===== src/rtl/exc_intr_unit_pkg.sv =====
// Shared constants for the exception/interrupt unit: exception codes,
// CP0 register addresses, Status/Cause bit positions and the event type.
package exc_pkg;

  localparam logic [4:0] EXC_INT = 5'd0;
  localparam logic [4:0] EXC_RI  = 5'd10;
  localparam logic [4:0] EXC_OV  = 5'd12;

  localparam logic [1:0] C0_STATUS = 2'd0;
  localparam logic [1:0] C0_CAUSE  = 2'd1;
  localparam logic [1:0] C0_EPC    = 2'd2;
  localparam logic [1:0] C0_RSVD   = 2'd3;

  localparam int ST_IE  = 0;
  localparam int ST_EXL = 1;
  localparam int ST_IM  = 8;
  localparam int CA_EXC = 2;
  localparam int CA_IP  = 8;

  typedef enum logic [2:0] {
    EV_NONE = 3'd0,
    EV_OV   = 3'd1,
    EV_RI   = 3'd2,
    EV_ERET = 3'd3,
    EV_INT  = 3'd4
  } event_e;

  // Isolates the lowest set bit (two's-complement trick)
  function automatic logic [7:0] lowest_set(input logic [7:0] v);
    return v & (~v + 8'd1);
  endfunction

endpackage


===== src/rtl/exc_intr_unit_if.sv =====
// Retire-stage / CP0-access bus between the datapath (master) and the
// exception/interrupt unit (slave).
interface exc_intr_unit_if;
  logic [31:0] Pc;
  logic        Pc_valid;
  logic        Ovf;
  logic        Ovf_en;
  logic        Illegal;
  logic        Eret;
  logic        C0_we;
  logic [1:0]  C0_addr;
  logic [31:0] C0_wdata;
  logic [31:0] C0_rdata;
  logic        Kill;
  logic        Redirect;
  logic [31:0] Redirect_pc;

  modport master (
    output Pc, Pc_valid, Ovf, Ovf_en, Illegal, Eret, C0_we, C0_addr, C0_wdata,
    input  C0_rdata, Kill, Redirect, Redirect_pc
  );

  modport slave (
    input  Pc, Pc_valid, Ovf, Ovf_en, Illegal, Eret, C0_we, C0_addr, C0_wdata,
    output C0_rdata, Kill, Redirect, Redirect_pc
  );
endinterface


===== src/rtl/exc_intr_unit_irq_sync.sv =====
// Two-flop synchroniser for one asynchronous interrupt request line.
module irq_sync (
  input  logic Clk,
  input  logic Clrn,
  input  logic i_async,
  output logic o_sync
);

  logic r_meta;
  logic r_sync;

  // Metastability filter chain
  always_ff @(posedge Clk or negedge Clrn) begin
    if (!Clrn) begin
      r_meta <= 1'b0;
      r_sync <= 1'b0;
    end else begin
      r_meta <= i_async;
      r_sync <= r_meta;
    end
  end

  assign o_sync = r_sync;

endmodule


===== src/rtl/exc_intr_unit.sv =====
// Exception/interrupt controller: CP0 Status/Cause/EPC, event priority, fetch redirect
// and interrupt acknowledge. Define VECTORED_EN for per-ExcCode handler entry points.
module exc_intr_unit
  import exc_pkg::*;
#(
  parameter int          NUM_IRQ      = 4,
  parameter logic [31:0] HANDLER_ADDR = 32'h0000_0008
) (
  input  logic               Clk,
  input  logic               Clrn,
  exc_intr_unit_if.slave     bus,
  input  logic [NUM_IRQ-1:0] Irq,
  output logic [NUM_IRQ-1:0] Irq_ack
);

  logic               r_ie;
  logic               r_exl;
  logic [NUM_IRQ-1:0] r_im;
  logic [4:0]         r_exc_code;
  logic [31:0]        r_epc;
  logic [NUM_IRQ-1:0] r_ack;

  logic [NUM_IRQ-1:0] w_ip;
  logic [NUM_IRQ-1:0] w_pend;
  logic [7:0]         w_low8;
  logic [NUM_IRQ-1:0] w_ack_oh;
  event_e             w_ev;
  logic [4:0]         w_code;
  logic [31:0]        w_handler;
  logic               w_c0_wr;
  logic [31:0]        w_status;
  logic [31:0]        w_cause;
  logic               w_unused;

  for (genvar g = 0; g < NUM_IRQ; g++) begin : g_sync
    irq_sync u_sync (
      .Clk     (Clk),
      .Clrn    (Clrn),
      .i_async (Irq[g]),
      .o_sync  (w_ip[g])
    );
  end

  assign w_pend   = w_ip & r_im;
  assign w_low8   = lowest_set(8'(w_pend));
  assign w_ack_oh = w_low8[NUM_IRQ-1:0];
  assign w_unused = ^bus.C0_wdata;

  // Event selection in priority order Ov > RI > ERET > Int
  always_comb begin
    w_ev = EV_NONE;
    if (!bus.Pc_valid) begin
      w_ev = EV_NONE;
    end else if (bus.Ovf && bus.Ovf_en) begin
      w_ev = EV_OV;
    end else if (bus.Illegal || (bus.Eret && !r_exl)) begin
      w_ev = EV_RI;
    end else if (bus.Eret) begin
      w_ev = EV_ERET;
    end else if (r_ie && !r_exl && (|w_pend)) begin
      w_ev = EV_INT;
    end else begin
      w_ev = EV_NONE;
    end
  end

  // Exception code and handler target for the event taken this cycle
  always_comb begin
    w_code = EXC_INT;
    case (w_ev)
      EV_OV:   w_code = EXC_OV;
      EV_RI:   w_code = EXC_RI;
      default: w_code = EXC_INT;
    endcase
`ifdef VECTORED_EN
    w_handler = HANDLER_ADDR + {25'd0, w_code, 2'b00};
`else
    w_handler = HANDLER_ADDR;
`endif
  end

  assign bus.Kill        = (w_ev == EV_OV) || (w_ev == EV_RI);
  assign bus.Redirect    = (w_ev != EV_NONE);
  assign bus.Redirect_pc = (w_ev == EV_ERET) ? r_epc : w_handler;
  assign w_c0_wr         = bus.C0_we && (w_ev != EV_OV) && (w_ev != EV_RI) && (w_ev != EV_INT);
  assign Irq_ack         = r_ack;

  // Architectural view of Status and Cause
  always_comb begin
    w_status                    = 32'd0;
    w_status[ST_IE]             = r_ie;
    w_status[ST_EXL]            = r_exl;
    w_status[ST_IM +: NUM_IRQ]  = r_im;
    w_cause                     = 32'd0;
    w_cause[CA_EXC +: 5]        = r_exc_code;
    w_cause[CA_IP +: NUM_IRQ]   = w_ip;
  end

  // MFC0 read mux
  always_comb begin
    bus.C0_rdata = 32'd0;
    case (bus.C0_addr)
      C0_STATUS: bus.C0_rdata = w_status;
      C0_CAUSE:  bus.C0_rdata = w_cause;
      C0_EPC:    bus.C0_rdata = r_epc;
      default:   bus.C0_rdata = 32'd0;
    endcase
  end

  // CP0 state update; a later MTC0 overrides the ERET EXL clear
  always_ff @(posedge Clk or negedge Clrn) begin
    if (!Clrn) begin
      r_ie       <= 1'b0;
      r_exl      <= 1'b0;
      r_im       <= '0;
      r_exc_code <= 5'd0;
      r_epc      <= 32'd0;
      r_ack      <= '0;
    end else begin
      r_ack <= '0;
      case (w_ev)
        EV_OV, EV_RI: begin
          r_exc_code <= w_code;
          r_exl      <= 1'b1;
          if (!r_exl) begin
            r_epc <= bus.Pc;
          end
        end
        EV_INT: begin
          r_exc_code <= EXC_INT;
          r_exl      <= 1'b1;
          r_epc      <= bus.Pc + 32'd4;
          r_ack      <= w_ack_oh;
        end
        EV_ERET: r_exl <= 1'b0;
        default: ;
      endcase
      if (w_c0_wr) begin
        case (bus.C0_addr)
          C0_STATUS: begin
            r_ie  <= bus.C0_wdata[ST_IE];
            r_exl <= bus.C0_wdata[ST_EXL];
            r_im  <= bus.C0_wdata[ST_IM +: NUM_IRQ];
          end
          C0_EPC:  r_epc <= bus.C0_wdata;
          default: ;
        endcase
      end
    end
  end

endmodule


===== src/flat_wrapper.sv =====
// flat-port wrapper written by rule: the top's interface ports become plain ports
module exc_intr_unit_flat import exc_pkg::*;
#(
  parameter int          NUM_IRQ      = 4,
  parameter logic [31:0] HANDLER_ADDR = 32'h0000_0008
)
  (Clk, Clrn, Irq, Irq_ack, bus_Pc, bus_Pc_valid, bus_Ovf, bus_Ovf_en, bus_Illegal, bus_Eret, bus_C0_we, bus_C0_addr, bus_C0_wdata, bus_C0_rdata, bus_Kill, bus_Redirect, bus_Redirect_pc);
  exc_intr_unit_if bus_i ();
  input  logic Clk;
  input  logic Clrn;
  input  logic [NUM_IRQ-1:0] Irq;
  output logic [NUM_IRQ-1:0] Irq_ack;
  input wire logic [$bits(bus_i.Pc)-1:0] bus_Pc;
  input wire logic [$bits(bus_i.Pc_valid)-1:0] bus_Pc_valid;
  input wire logic [$bits(bus_i.Ovf)-1:0] bus_Ovf;
  input wire logic [$bits(bus_i.Ovf_en)-1:0] bus_Ovf_en;
  input wire logic [$bits(bus_i.Illegal)-1:0] bus_Illegal;
  input wire logic [$bits(bus_i.Eret)-1:0] bus_Eret;
  input wire logic [$bits(bus_i.C0_we)-1:0] bus_C0_we;
  input wire logic [$bits(bus_i.C0_addr)-1:0] bus_C0_addr;
  input wire logic [$bits(bus_i.C0_wdata)-1:0] bus_C0_wdata;
  output wire logic [$bits(bus_i.C0_rdata)-1:0] bus_C0_rdata;
  output wire logic [$bits(bus_i.Kill)-1:0] bus_Kill;
  output wire logic [$bits(bus_i.Redirect)-1:0] bus_Redirect;
  output wire logic [$bits(bus_i.Redirect_pc)-1:0] bus_Redirect_pc;
  assign bus_i.Pc = bus_Pc;
  assign bus_i.Pc_valid = bus_Pc_valid;
  assign bus_i.Ovf = bus_Ovf;
  assign bus_i.Ovf_en = bus_Ovf_en;
  assign bus_i.Illegal = bus_Illegal;
  assign bus_i.Eret = bus_Eret;
  assign bus_i.C0_we = bus_C0_we;
  assign bus_i.C0_addr = bus_C0_addr;
  assign bus_i.C0_wdata = bus_C0_wdata;
  assign bus_C0_rdata = bus_i.C0_rdata;
  assign bus_Kill = bus_i.Kill;
  assign bus_Redirect = bus_i.Redirect;
  assign bus_Redirect_pc = bus_i.Redirect_pc;
  exc_intr_unit #(.NUM_IRQ(NUM_IRQ), .HANDLER_ADDR(HANDLER_ADDR)) u_core (.Clk(Clk), .Clrn(Clrn), .bus(bus_i), .Irq(Irq), .Irq_ack(Irq_ack));
endmodule

===== config.mk =====
export PLATFORM = sky130hd
export DESIGN_NAME = exc_intr_unit_flat
export DESIGN_NICKNAME = d
export VERILOG_FILES = /design/src/rtl/exc_intr_unit_pkg.sv /design/src/rtl/exc_intr_unit_if.sv /design/src/rtl/exc_intr_unit_irq_sync.sv /design/src/rtl/exc_intr_unit.sv /design/src/flat_wrapper.sv
export SDC_FILE = /design/constraint.sdc
export NUM_CORES = 1
export LEC_CHECK = 0
export ABC_AREA = 1
export CORE_ASPECT_RATIO = 1.25
export CORE_MARGIN = 5
export CORE_UTILIZATION = 42
export DETAILED_ROUTE_END_ITERATION = 8
export HOLD_SLACK_MARGIN = 0.05
export PLACE_DENSITY_LB_ADDON = 0.3
export SETUP_SLACK_MARGIN = 0.4
export SYNTH_ARGS = -nofsm -noshare
export SYNTH_HDL_FRONTEND = slang
export SYNTH_SLANG_ARGS = --single-unit

===== constraint.sdc =====
create_clock -name Clk -period 2.05 [get_ports Clk]
set_input_delay 0.615 -clock Clk [delete_from_list [all_inputs] [get_ports Clk]]
set_output_delay 0.615 -clock Clk [all_outputs]
set_load 0.01 [all_outputs]

## Word-level counts from Yosys, hierarchy flattened

Index checks and enable logic that the tools add are counted.

| word-level totals | value |
|---|---|
| register bits after elaboration | 55 |
| latch bits | 0 |
| RAM bits | 0 |
| ROM bits | 0 |
| input port bits | 78 |
| output and inout port bits | 70 |
| memories kept | 0 |

| cells by class | value |
|---|---|
| $add $sub $neg | 2 |
| $mul | 0 |
| divide/modulo/power cells | 0 |
| order comparisons | 0 |
| equality and inequality tests | 9 |
| shift-type cells | 0 |
| multiplexer cells | 17 |
| bitwise operators | 3 |
| reductions and logical operators | 17 |

Operators with widths:

| operator | number |
|---|---|
| 32-bit 2-to-1 mux | 4 |
| 32-bit case mux with 3 select lines | 1 |
| 32-bit case mux with 2 select lines | 1 |
| 32-bit by 3-bit adder with 32-bit output (second input constant) | 1 |
| 3-bit 2-to-1 mux | 5 |
| 5-bit case mux with 2 select lines | 1 |
| 4-bit bitwise AND | 2 |
| 4-bit case mux with 2 select lines | 1 |
| 1-bit logical AND | 7 |
| 3-bit by 2-bit equality test with 1-bit output (second input constant) | 2 |
| 4-bit by 1-bit adder with 4-bit output (second input constant) | 1 |
| 4-bit 2-to-1 mux | 1 |
| 4-bit inverter | 1 |
| 4-bit OR reduction | 1 |
| 3-bit by 1-bit equality test with 1-bit output (second input constant) | 1 |
| 3-bit equality test (second input constant) | 1 |
| 3-bit by 1-bit != test with 1-bit output (second input constant) | 1 |
| 3-bit by 2-bit != test with 1-bit output (second input constant) | 1 |
| 3-bit != test (second input constant) | 1 |
| 3-bit nonzero test | 1 |
| 3-bit OR reduction | 1 |
| 2-bit by 1-bit equality test with 1-bit output (second input constant) | 1 |
| 2-bit equality test (second input constant) | 1 |
| 2-bit zero test | 1 |
| 7 further kinds | 9 |

## Longest topological paths before layout

| depth | value |
|---|---|
| word-level depth | 13 |
| gate-level depth with buffers | 13 |
| gate-level depth less buffers | 11 |

## Hierarchy

A second synthesis with hierarchy kept.

| second synthesis, totals | value |
|---|---|
| cell total of the unflattened synthesis | 732 |
| area total of the unflattened synthesis | 4279.1 um^2 |

By module, submodules not included:

| module | instances | cells each | area each (um^2) |
|---|---|---|---|
| exc_intr_unit | 1 | 724 | 4078.9 |
| irq_sync | 4 | 2 | 50.0 |

## Worst setup path after synthesis

OpenSTA, ideal clock, no wires.

| timing | value |
|---|---|
| path kind | input -> output |
| from | input bus_C0_addr[0] |
| to | output bus_C0_rdata[5] |
| arrival | 1.514 ns |
| path slack | -0.079 ns |
| stages | 5 |
| path through | clkbuf_1 -> nor2_1 -> inv_1 -> clkbuf_1 -> o21ai_0 |

| on the way | value |
|---|---|
| cells in the longest elaborated chain, start to end | 2 |

Ends and longest elaborated chain:

| element | RTL line | source |
|---|---|---|
| start, declared | flat_wrapper.sv:20 | `input wire logic [$bits(bus_i.C0_addr)-1:0] bus_C0_addr;` |
| 2-bit equality test (tied with other cells) | exc_intr_unit.sv:102 | `case (bus.C0_addr)` |
| 32-bit case mux with 3 select lines * | exc_intr_unit.sv:102 |  |
| end, declared | flat_wrapper.sv:22 | `output wire logic [$bits(bus_i.C0_rdata)-1:0] bus_C0_rdata;` |

Mark *: on every way between the ends. The rest lies on a longest branch, timed or not.

## Final worst setup path

| timing | value |
|---|---|
| from | input bus_Pc[2] |
| to | register u_core.r_epc[21] |

| on the way | value |
|---|---|
| cells in the longest elaborated chain, start to end | 4 |

Ends and longest elaborated chain:

| element | RTL line | source |
|---|---|---|
| start, declared | flat_wrapper.sv:13 | `input wire logic [$bits(bus_i.Pc)-1:0] bus_Pc;` |
| 32-bit by 3-bit adder with 32-bit output * | exc_intr_unit.sv:132 | `r_epc <= bus.Pc + 32'd4;` |
| 32-bit case mux with 2 select lines * | exc_intr_unit.sv:121 | `case (w_ev)` |
| 32-bit 2-to-1 mux | exc_intr_unit.sv:139 | `case (bus.C0_addr)` |
| 32-bit 2-to-1 mux * | exc_intr_unit.sv:138 | `if (w_c0_wr) begin` |
| end signal, assigned | exc_intr_unit.sv:126 | `r_epc <= bus.Pc;` |
| end signal, assigned | exc_intr_unit.sv:132 |  |
| end signal, assigned | exc_intr_unit.sv:145 | `C0_EPC: r_epc <= bus.C0_wdata;` |
| end, declared | exc_intr_unit.sv:20 | `logic [31:0] r_epc;` |

Marked as above.
A chain may end at the register's enable or synchronous reset.

==> results.py <==
metrics = {
    "status": {
        "outcome": "finished, violations left",
        "violations": "design-rule violations, negative setup slack",
    },
    "route": {
        "route.vias.total": 7911,
        "dr.pass1.iters": 9,
        "drt_first_iter_violations": 1625,
        "wirelength_mm": 33.92,
        "viasPerCell": 6.785,
        "drc_errors": 50,
        "post_drt_wl_per_cell_microns": 29.09,
        "ant_nets": 0,
    },
    "final_layout": {
        "multi_input_area_sq_um": 3746,
        "area_delta_synth_final_pct": 114.6,
        "regArea_sq_um": 1326,
        "drive_gt1_share_pct": 47.53,
        "num-fill-cells": 352,
        "stdcell_area_sq_um": 9251,
        "final_cell_count_no_fill": 1166,
        "fin_nets": 1111,
    },
    "floorplanning": {
        "dieArea_sq_um": 12410,
        "die_h_microns": 123.3,
        "fp.dieW_microns": 100.6,
        "rows": 41,
        "ios": 148,
        "initial_utilization_pct": 42.88,
        "core_area_sq_um": 10050,
    },
    "yosys": {
        "ys_seq_area_share_pct": 30.76,
        "ys.flop_type": "dfrtp_1",
        "yosysUniqueCellTypes": 32,
        "syn_inst": 735,
        "synth_top_area_cell": "dfrtp_1",
        "synth_most_common_cell": "nand2_1",
        "synth_edf_count": 0,
        "synth_area_sq_um": 4312,
        "synth_top_cells_by_count": "224 x nand2_1, 147 x nor2_1, 89 x inv_1",
        "syn_area_per_cell_sq_um": 5.866,
        "synthesis.nets": 814,
        "ys_ff_latch": 53,
        "synth_top_area_share_pct": 30.76,
        "yosysWarnings": 0,
        "synth.area.top_cells": "dfrtp_1 31%, nand2_1 20%, nor2_1 13%, nand3_1 9.2%, inv_1 7.7%",
        "synth-async-reset-ratio_pct": 100.0,
    },
    "critical_path": {
        "crit-reg2reg-launch": "u_core.r_exl",
        "reg2reg_depth": 13,
        "path_class": "in -> reg",
        "reg2reg_to": "u_core.r_epc[21]",
        "r2r_setup_slack_ns": -0.62,
        "crit_end": "u_core.r_epc[21]",
        "startpoint": "bus_Pc[2]",
        "crit_fanout": 4,
        "end_kind": "register",
        "arrival_ns": 2.96,
        "startpoint_type": "input port",
        "cp.required_ns": 2.21,
    },
    "sta": {
        "finalCriticalPeriod_ns": 2.800,
        "setup-violations-final": 88,
        "fmax_mhz": 357.1,
        "fin_skew_ns": 0.02580,
        "max_slew_margin_pct": 57.17,
        "fin_crit_sh_pct": 136.6,
        "holdWs_ns": 0.2824,
        "finalHoldViolations": 0,
        "finalMaxSlewViolations": 0,
        "fin_ws_ns": -0.7505,
        "grt_setup_unrepaired": "true",
        "tightest_slew_ns": 0.6424,
    },
    "placed_design": {
        "placedCellCount": 1085,
        "portBuffers": 147,
        "place_ws_ns": -1.020,
        "gp_congestion": 0.9224,
        "dpl.hpwl_mm": 13.77,
        "post_dp_cell_area_sq_um": 7056,
    },
    "global_route": {
        "grt_max_degree": 54,
        "first_global_vias": 6988,
        "grt_use_total_pct": 38.70,
        "antenna_found_initial": 4,
        "grt_pass1_wl_mm": 36.75,
        "grt-ovfl-total": 0,
    },
    "clock_network": {
        "ctsHoldBuffers": 0,
        "clock_sinks": 53,
        "cts.path.max_buffers": 2,
        "cts_htree_levels": 2,
        "cts_buffers": 5,
        "cts_tree": "built",
        "insertion_delay_ns": 0.33,
        "path_clk_slew_ns": 0.11,
        "cts_root_buffer": "clkbuf_16",
    },
    "job": {
        "drv_cap": 0,
    },
    "power": {
        "powerDensity_nw_per_um2": 582.3,
        "total_power_w": 0.005387,
        "leakage_nw": 4.282,
        "peakVddDrop_mv": 0.4645,
    },
    "hold_path": {
        "min_path_type": "in -> async",
    },
}
==> routing by layer <==
layer	up-vias	track usage, %	routed length, microns	share of wire (%)
met3	432	9.876	5689	17
met1	3532	43.27	10200	30
li1	2932	-	-	-
met5	-	0	19	0.056
met4	4	25.36	4079	12
met2	1011	64.70	13930	41
==> per-stage QoR <==
step                      utilization, %  TNS, ns
after floorplan                        -        0
after global placement             70.17   -79.91
after detailed placement           70.17   -85.15
after CTS                          82.53   -8.779
after global routing               92.01   -21.94
final                              92.01   -19.98
==> final cells by class <==
type	count	area share, %
tap	129	1.745
clock inverter	3	0.3111
inverter	94	4.395
clock buffer	5	1.352
multi-input combinational	558	40.49
timing repair inverter	1	0.1758
sequential	53	14.34
antenna	4	0.1082
timing repair buffer	319	37.08
==> worst min-delay path by stage <==
stage	endpoint	startpoint	slack (ns)
after floorplan	u_core.Irq_ack[0]	Clrn	0.32
after global placement	u_core.g_sync[3].u_sync.o_sync	u_core.g_sync[3].u_sync.r_meta	0.33
after detailed placement	u_core.g_sync[3].u_sync.o_sync	u_core.g_sync[3].u_sync.r_meta	0.34
after CTS	u_core.r_im[1]	Clrn	0.31
after global routing	u_core.Irq_ack[1]	Clrn	0.31
final	u_core.r_exc_code[1]	Clrn	0.28
==> registers in the layout, indices dropped and copies added, names as in the netlist <==
name	count
u_core.Irq_ack	4
u_core.g_sync.u_sync.o_sync	4
u_core.g_sync.u_sync.r_meta	4
u_core.r_epc	32
u_core.r_exc_code	3
u_core.r_exl	1
u_core.r_ie	1
u_core.r_im	4
==> cells in the final DEF (no fill, tap or decap), types with 14 or more instances in the layout <==
| cell | synthesis | layout |
|---|---|---|
| o21ai_0 | 35 | 23 |
| nand2_4 | 2 | 26 |
| dfrtp_1 | 53 | 53 |
| nand3_1 | 79 | 60 |
| nor2_4 | 0 | 76 |
| nand2_1 | 224 | 163 |
| clkdlybuf4s50_1 | 0 | 59 |
| nor2_2 | 1 | 22 |
| o211ai_1 | 21 | 21 |
| nand2_2 | 2 | 37 |
| dlygate4sd2_1 | 0 | 14 |
| nor2_1 | 147 | 50 |
| buf_6 | 2 | 96 |
| buf_4 | 8 | 97 |
| inv_1 | 89 | 78 |
| buf_12 | 0 | 17 |
==> critical path: stages <==
cell and delay (ns):
dlygate4sd2_1 0.44, inv_1 0.18, nor2_2 0.16, nand2_1 0.13
buf_4 0.18, nor2_4 0.20, nand3b_1 0.21, nand2_1 0.10
nand2_1 0.07, nor2_1 0.17, nor2_2 0.05, nor2_1 0.44
==> power by group <==
part	total, W	switching [W]	internal, W	leakage (nW)
clock	0.00102	0.000544	0.000474	0.0763
sequential	0.00149	0.000232	0.00126	0.649
combinational	0.00288	0.00176	0.00112	3.56
total	0.00539	0.00254	0.00285	4.28
==> cells by family after synthesis <==
family | Yosys count | share of synthesized area [%]
buffers and inverters | 125 | 12.25
AOI/OAI and AO/OA | 83 | 11.55
adders and majority gates | 1 | 0.2901
xor gates and xnor gates | 2 | 0.4063
DFF | 53 | 30.76
and+or+nand+nor | 471 | 44.75
==> repair_timing <==
item / CTS / global route
cloned: 12 / 3
resized for setup: 521 / 190
setup endpoints to repair: 115 / 109
setup buffers: 37 / 17
pin swaps: 36 / 58
endpoints found under the hold margin: 0 / 0
Note: power is estimated with default switching activity, not from simulation.
